### config.mk
export PLATFORM = sky130hd
export DESIGN_NAME = serial_compare_ctrl
export DESIGN_NICKNAME = d
export VERILOG_FILES = /design/src/rtl/serial_compare_ctrl.sv
export SDC_FILE = /design/constraint.sdc
export NUM_CORES = 1
export LEC_CHECK = 0
export ABC_AREA = 1
export BUFFER_PORTS_ARGS = -buffer_cell sky130_fd_sc_hd__buf_2
export CORE_UTILIZATION = 40
export CTS_BUF_LIST = sky130_fd_sc_hd__clkbuf_4
export CTS_CLUSTER_SIZE = 20
export DETAILED_ROUTE_END_ITERATION = 7
export GPL_ROUTABILITY_DRIVEN = 1
export PLACE_DENSITY = 0.63
export SYNTH_ARGS = -nofsm -noshare
export SYNTH_HDL_FRONTEND = slang
export SYNTH_SLANG_ARGS = --single-unit
### constraint.sdc
create_clock -name clk -period 1.9 [get_ports clk]
set_clock_uncertainty 0.05 [all_clocks]
set_input_delay 0.095 -clock clk [delete_from_list [all_inputs] [get_ports clk]]
set_output_delay 0.095 -clock clk [all_outputs]
set_load 0.01 [all_outputs]
### src/rtl/serial_compare_ctrl.sv
// Serial MSB-first magnitude comparator sequencer with a start/busy/done handshake.
// Produces a registered one-hot lesser/greater/equal result and the number of bits examined.
module serial_compare_ctrl #(
  parameter int unsigned WIDTH      = 8,
  parameter int unsigned EARLY_EXIT = 1
) (
  input  logic                         clk,
  input  logic                         rst,
  input  logic                         start,
  input  logic [WIDTH-1:0]             a,
  input  logic [WIDTH-1:0]             b,
  output logic                         busy,
  output logic                         done,
  output logic                         lesser,
  output logic                         greater,
  output logic                         equal,
  output logic [$clog2(WIDTH+1)-1:0]   nbits
);

  localparam int unsigned NBW = $clog2(WIDTH + 1);
  localparam int unsigned IW  = (WIDTH > 1) ? $clog2(WIDTH) : 1;

  typedef enum logic [1:0] {
    S_IDLE = 2'd0,
    S_RUN  = 2'd1,
    S_DONE = 2'd2
  } state_e;

  state_e           state_q, state_d;
  logic [IW-1:0]    idx_q, idx_d;
  logic [WIDTH-1:0] a_q, a_d;
  logic [WIDTH-1:0] b_q, b_d;
  logic             lesser_q, lesser_d;
  logic             greater_q, greater_d;
  logic             equal_q, equal_d;
  logic [NBW-1:0]   nbits_q, nbits_d;

  logic             bit_lt_c;
  logic             bit_gt_c;
  logic             last_c;

  // One-bit comparator cell on the currently indexed captured bit.
  always_comb begin
    bit_lt_c = ~a_q[idx_q] &  b_q[idx_q];
    bit_gt_c =  a_q[idx_q] & ~b_q[idx_q];
    last_c   = (idx_q == '0);
  end

  always_ff @(posedge clk or posedge rst) begin
    if (rst) begin
      state_q   <= S_IDLE;
      idx_q     <= '0;
      a_q       <= '0;
      b_q       <= '0;
      lesser_q  <= 1'b0;
      greater_q <= 1'b0;
      equal_q   <= 1'b0;
      nbits_q   <= '0;
    end else begin
      state_q   <= state_d;
      idx_q     <= idx_d;
      a_q       <= a_d;
      b_q       <= b_d;
      lesser_q  <= lesser_d;
      greater_q <= greater_d;
      equal_q   <= equal_d;
      nbits_q   <= nbits_d;
    end
  end

  // Next-state logic.
  always_comb begin
    state_d = state_q;
    case (state_q)
      S_IDLE: begin
        if (start) state_d = S_RUN;
      end
      S_RUN: begin
        if (EARLY_EXIT != 0) begin
          if (bit_lt_c | bit_gt_c | last_c) state_d = S_DONE;
        end else begin
          if (last_c) state_d = S_DONE;
        end
      end
      S_DONE:  state_d = S_IDLE;
      default: state_d = S_IDLE;
    endcase
  end

  // Datapath: operand capture, index walk and sticky result flags.
  always_comb begin
    idx_d     = idx_q;
    a_d       = a_q;
    b_d       = b_q;
    lesser_d  = lesser_q;
    greater_d = greater_q;
    equal_d   = equal_q;
    nbits_d   = nbits_q;
    case (state_q)
      S_IDLE: begin
        if (start) begin
          a_d       = a;
          b_d       = b;
          idx_d     = IW'(WIDTH - 1);
          lesser_d  = 1'b0;
          greater_d = 1'b0;
          equal_d   = 1'b0;
          nbits_d   = '0;
        end
      end
      S_RUN: begin
        nbits_d = nbits_q + NBW'(1);
        if (EARLY_EXIT != 0) begin
          if (bit_lt_c | bit_gt_c) begin
            lesser_d  = bit_lt_c;
            greater_d = bit_gt_c;
          end else if (last_c) begin
            equal_d = 1'b1;
          end else begin
            idx_d = idx_q - IW'(1);
          end
        end else begin
          // Only the most significant difference decides; later bits are ignored.
          if (!(lesser_q | greater_q)) begin
            lesser_d  = bit_lt_c;
            greater_d = bit_gt_c;
          end
          if (last_c) begin
            equal_d = ~(lesser_q | greater_q | bit_lt_c | bit_gt_c);
          end else begin
            idx_d = idx_q - IW'(1);
          end
        end
      end
      default: ;
    endcase
  end

  // Handshake decoded straight from the state register.
  always_comb begin
    busy    = (state_q != S_IDLE);
    done    = (state_q == S_DONE);
    lesser  = lesser_q;
    greater = greater_q;
    equal   = equal_q;
    nbits   = nbits_q;
  end

endmodule

### Word-level counts from Yosys, hierarchy flattened

Cells that the tools add are included.

* bitwise gates (word level): 6
* equality and inequality tests: 8
* add/sub/neg operators: 2
* reduce and logical (&&, ||, !) cells: 10
* muxes and demuxes: 21
* magnitude comparators: 1

Operators by type and width (number)
* $ne A2 B2 Y1 const B: 6
* $mux W3: 3
* $pmux W4 S2: 1
* $reduce_and A4 Y1: 2
* $mux W1: 7
* $bmux W1 S3: 2
* $pmux W1 S2: 3
* $pmux W3 S2: 1
* $reduce_and A2 Y1: 3
* $add A4 B1 Y4 const B: 1
* $lt A3 B4 Y1 const B: 1
* $mux W2: 2
* $mux W4: 1
* $pmux W2 S2: 1
* $reduce_bool A2 Y1: 2
* $logic_not A3 Y1: 1
* $reduce_and A3 Y1: 1
* $sub A3 B1 Y3 const B: 1
* $and A1 B1 Y1: 2
* $eq A2 B1 Y1 const B: 1
* $eq A2 B2 Y1 const B: 1
* $logic_not A2 Y1: 1
* $not A1 Y1: 2
* $or A1 B1 Y1: 2

* bits in registers: 28
* word-level logic and storage cells: 56
* input port bits: 19

### Depth between registers and ports, before layout

* word-level depth: 8
* depth in mapped cells: 13

### Worst setup path after synthesis

No wires, ideal clock.

* path type: flip-flop to flip-flop
* start point: reg idx_q[0]
* end point: reg greater_q, in the netlist greater
* buffers on the path: 1
* arrival time: 1.467 ns
* stages on the path, launching flop included: 13
* required time: 1.733 ns
* slack: 0.266 ns
* period minus slack after synthesis: 1.634 ns
* path through: dfrtp_1 > buf_2 > nand2_1 > nand3_1 > nand3_1 > nand2_1 > ha_1 > inv_1 > nand2_1 > nand2_1 > inv_2 > nand2_1 > nand2_1

* cells in the longest elaborated chain, start to end: 7
* elaborated cells between the ends (all ways): 13

RTL lines
* start: declaration: line 30 `logic [IW-1:0] idx_q, idx_d;`
* start signal: assignment: line 61 `idx_q <= idx_d;`
* $bmux W1 S3: line 44, 45
* $mux W1 (implied by the code): line 44, 45
* $not A1 Y1 (on tied branches): line 44, 45
* $and A1 B1 Y1 (on tied branches): line 44, 45
* $or A1 B1 Y1: line 114 `if (bit_lt_c | bit_gt_c) begin`
* $ne A2 B2 Y1 (no source line)
* $reduce_and A3 Y1 (no source line)
* end signal: assignment: line 65 `greater_q <= greater_d;`
* end: declaration: line 34 `logic greater_q, greater_d;`

Several ways; a longest one is shown, not always the timed one. The select of a mux whose other input is x is not followed.
A chain may end at the register's enable or synchronous reset.

### Worst setup path after layout

* start point: reg idx_q[0]
* end point: reg lesser_q, in the netlist lesser

* cells in the longest elaborated chain, start to end: 7
* elaborated cells between the ends (all ways): 13

RTL lines
* $bmux W1 S3: line 44, 45
* $mux W1 (implied by the code): line 44, 45
* $not A1 Y1 (on tied branches): line 44, 45
* $and A1 B1 Y1 (on tied branches): line 44, 45
* $or A1 B1 Y1: line 114
* $ne A2 B2 Y1 (no source line)
* $reduce_and A3 Y1 (no source line)
* end signal: assignment: line 64 `lesser_q <= lesser_d;`
* end: declaration: line 33 `logic lesser_q, lesser_d;`

Several ways; a longest one is shown, not always the timed one. The select of a mux whose other input is x is not followed.

==> flow_summary_export.csv <==
group,metric,value,unit
run_status,status,"complete, no violations",
timing,slew_headroom,0.678,
worst_setup_path,cp-endpoint,"lesser",
worst_setup_path,endpoint_kind,"flop",
clock_tree,clk-insertion-delay-late,340,ps
place,globalplace.congestion,0.759,
timing,post-route-period-util,0.894,
detailed_routing,drt_iter0_drc,34,
synthesis,synth_fp_nets,209,
worst_hold_path,min_path_cells,3,
synthesis,avgSynthCellArea,7.79,sq um
power_and_ir_drop,p_int,1730,uW
floorplan,start_util,0.425,
synthesis,synth_async_sr_flop_share,1.00,
worst_setup_path,cp.required,2090,ps
detailed_routing,via_count,1236,
floorplan,rows,21,
global_route,met1_usage,0.219,
power_and_ir_drop,power_frac_seq,0.344,
global_route,grt_pass1_vias,1148,
floorplan,die_h,62.0,um
worst_setup_path,critPathLaunchType,"flop",
global_route,grt_use_total,0.170,
clock_tree,cts-root-buf,"clkbuf_4",
timing,min_period,1700,ps
clock_tree,cts_buffers,3,
final_layout,fin_nets,255,
final_layout,layout.cells.non_filler,276,
worst_hold_path,min_path_type,"in -> reg",
worst_setup_path,critPathSlowestCell,"dfrtp_2",
detailed_routing,avgViaCountPerCell,4.48,
worst_setup_path,path_class,"reg -> reg",
synthesis,syn-cell-area,0.00144,sq mm
worst_setup_path,cp.arrival,1890,ps
global_route,top_usage_layer,"met2",
power_and_ir_drop,total_power,3070,uW
synthesis,yosys_warnings,0,
global_route,use_met3,0.0311,
detailed_routing,wl_per_cell,10.0,um
power_and_ir_drop,swShare,0.436,
final_layout,n_antenna_cell,0,
clock_tree,cts_tree,"built",
timing,timing.fmax,0.589,GHz
worst_setup_path,cpMostUsedCell,"nand2_1",
synthesis,ys_ff_latch,28,
synthesis,synth_top_area_cell,"dfrtp_1",
power_and_ir_drop,clkPwrFrac,0.127,
timing,holdWs,95.3,ps
floorplan,die_w,62.0,um
flow_run,max_cap_violations,0,
synthesis,synth_ff_type,"dfrtp_1",
power_and_ir_drop,power_density,1640,mW/mm^2
timing,fin_tns_setup,0,ps
power_and_ir_drop,peakVddDrop,0.000650,V
synthesis,yosysMostFrequentCell,"nand2_1",
worst_setup_path,crit_chain,"buf_6 -> nand2_1 -> nand3_1 -> nand3_1 -> nand2_2 -> ha_4 -> inv_1 -> nand2_1 -> nand2_2 -> inv_2 -> nand2_1 -> nand2_1",
clock_tree,cts_sinks,28,
floorplan,die_area,0.00385,sq mm
power_and_ir_drop,power.leakage,0.000998,uW
floorplan,coreArea,0.00339,sq mm
final_layout,drive_gt1_frac,0.213,
clock_tree,path_clk_slew,140,ps
global_route,use_met2,0.277,
clock_tree,htree_num_levels,1,
clock_tree,cts_max_path_buffers,2,
worst_setup_path,cp_max_fo,6,
global_route,grt_pass1_wl,4.71,mm
global_route,grt_max_degree,33,
worst_setup_path,timing.rr.end,"lesser",
power_and_ir_drop,comb_power_share,0.529,
synthesis,ys_seq_area_frac,0.486,
worst_setup_path,worst_path_largest_cell_delay,480,ps
synthesis,synthCells,185,
timing,rsz0062_at_grt,"false",
power_and_ir_drop,power_switching,1340,uW
worst_setup_path,reg2reg_from,"idx_q[0]",
detailed_routing,drtPass1Iterations,4,
synthesis,synth_top_area_share,0.486,
synthesis,synthTopCellsByCount,"nand2_1 (68), dfrtp_1 (28), inv_1 (21), nand3_1 (21), o21ai_1 (18)",
detailed_routing,finalWirelength,2.77,mm
worst_setup_path,reg2reg_depth,12,
timing,finalSetupViolations,0,
place,io_buffers,27,
worst_setup_path,rrSetupSlack,200,ps
timing,slew_violations,0,
synthesis,synthDistinctLibCells,18,
detailed_routing,route.detailed.drc,0,
final_layout,syn_to_final_growth,29.5,%
synthesis,netlist_top_cells_area,"dfrtp_1 (49%), nand2_1 (18%), nand3_1 (7.3%)",
global_route,gr-total-overflow,0,
synthesis,synth_edf_count,0,
worst_setup_path,cp-startpoint,"idx_q[0]",
timing,tightest_slew,482,ps
detailed_routing,antenna_left,0,
place,numPlacedInstances,255,
timing,finalHoldViolations,0,
place,dp.final_hpwl,1.88,mm
floorplan,ios,28,
global_route,antenna_found_initial,0,
## placed cells by master (no fill, tap or decap)
master,n
clkbuf_4,3
inv_2,6
buf_4,1
nand3_4,1
bufinv_16,1
o21ai_1,18
nand3_1,21
nand2_1,65
dfrtp_2,1
o21ai_0,1
xnor2_1,2
nand2_2,4
inv_4,1
buf_2,27
dfrtp_1,27
inv_1,20
dlygate4sd3_1,17
ha_1,4
a21oi_1,1
nand4_1,1
nor2_1,4
nor2_4,1
nand3_2,1
ha_4,1
buf_6,1
## what timing repair did
action                     in CTS  in global routing
hold buffers                   17                  0
hold endpoints to repair       44                  0
setup endpoints to repair       0                  5
gates resized for setup         0                  8
buffers inserted                0                  0
## per-stage QoR
| step | area [sq um] | setup slack [ps] | utilization |
|---|---|---|---|
| after global placement | 1620 | 133 | 0.477 |
| after CTS | 1840 | 94.6 | 0.543 |
| after detailed placement | 1620 | 116 | 0.477 |
| after floorplan | 1440 | 266 | - |
| final | 1870 | 201 | 0.551 |
| after global routing | 1870 | 18.2 | 0.551 |
## final cells by class
cell class              instances  area (sq um)
multi-input cells             125           627
clock buffers                   3          22.5
flip-flops and latches         28           702
clock inverters                 1          30.0
well taps                      46          57.6
repair buffers                 46           324
fillers                       323          1520
inverters                      27           104
## registers in the layout (all words and copies together), names as in the netlist
| signal | cells |
|---|---|
| a_q | 8 |
| b_q | 8 |
| nbits | 4 |
| idx_q | 3 |
| state_q | 2 |
| equal | 1 |
| greater | 1 |
| lesser | 1 |
## routing by layer
metal  vias up  wire length, um
met3         5               74
li1        665                -
met2        17             1260
met5         -                0
met4         0               51
met1       549             1390
## worst min path at each step
| stage | slack [ps] | endpoint | from |
|---|---|---|---|
| final | 100 | state_q[0] | start |
| after global routing | 100 | state_q[0] | start |
| after CTS | 80 | state_q[0] | start |
| after detailed placement | 130 | lesser | rst |
| after global placement | 120 | state_q[1] | rst |
| after floorplan | 110 | a_q[0] | rst |
## critical path: cells and delay by family (launching register included)
family	cells	cell delay (ps)
and+or+nand+nor	8	600
adders and majority gates	1	250
DFF	1	480
buffers and inverters	3	240
## power groups by stage
stage	clock network (uW)	logic [uW]	registers [uW]
after CTS	406	1520	1050
after global routing	421	1910	1100
after floorplan	0	1190	1030
final	389	1620	1050
after global placement	0	1480	1050
after detailed placement	0	1490	1060
## cell families (layout without fill, tap and decap cells)
| group | count (synthesis) | in the layout | synth area share |
|---|---|---|---|
| AND/OR/NAND/NOR | 98 | 98 | 0.296 |
| buffers and inverters | 32 | 77 | 0.0929 |
| flip-flops | 28 | 28 | 0.486 |
| AO/OA/AOI/OAI | 20 | 20 | 0.0694 |
| adder cells (fa/ha/maj) | 5 | 5 | 0.0434 |
| XOR/XNOR | 2 | 2 | 0.0122 |
Power figures use the tool's default switching activity.
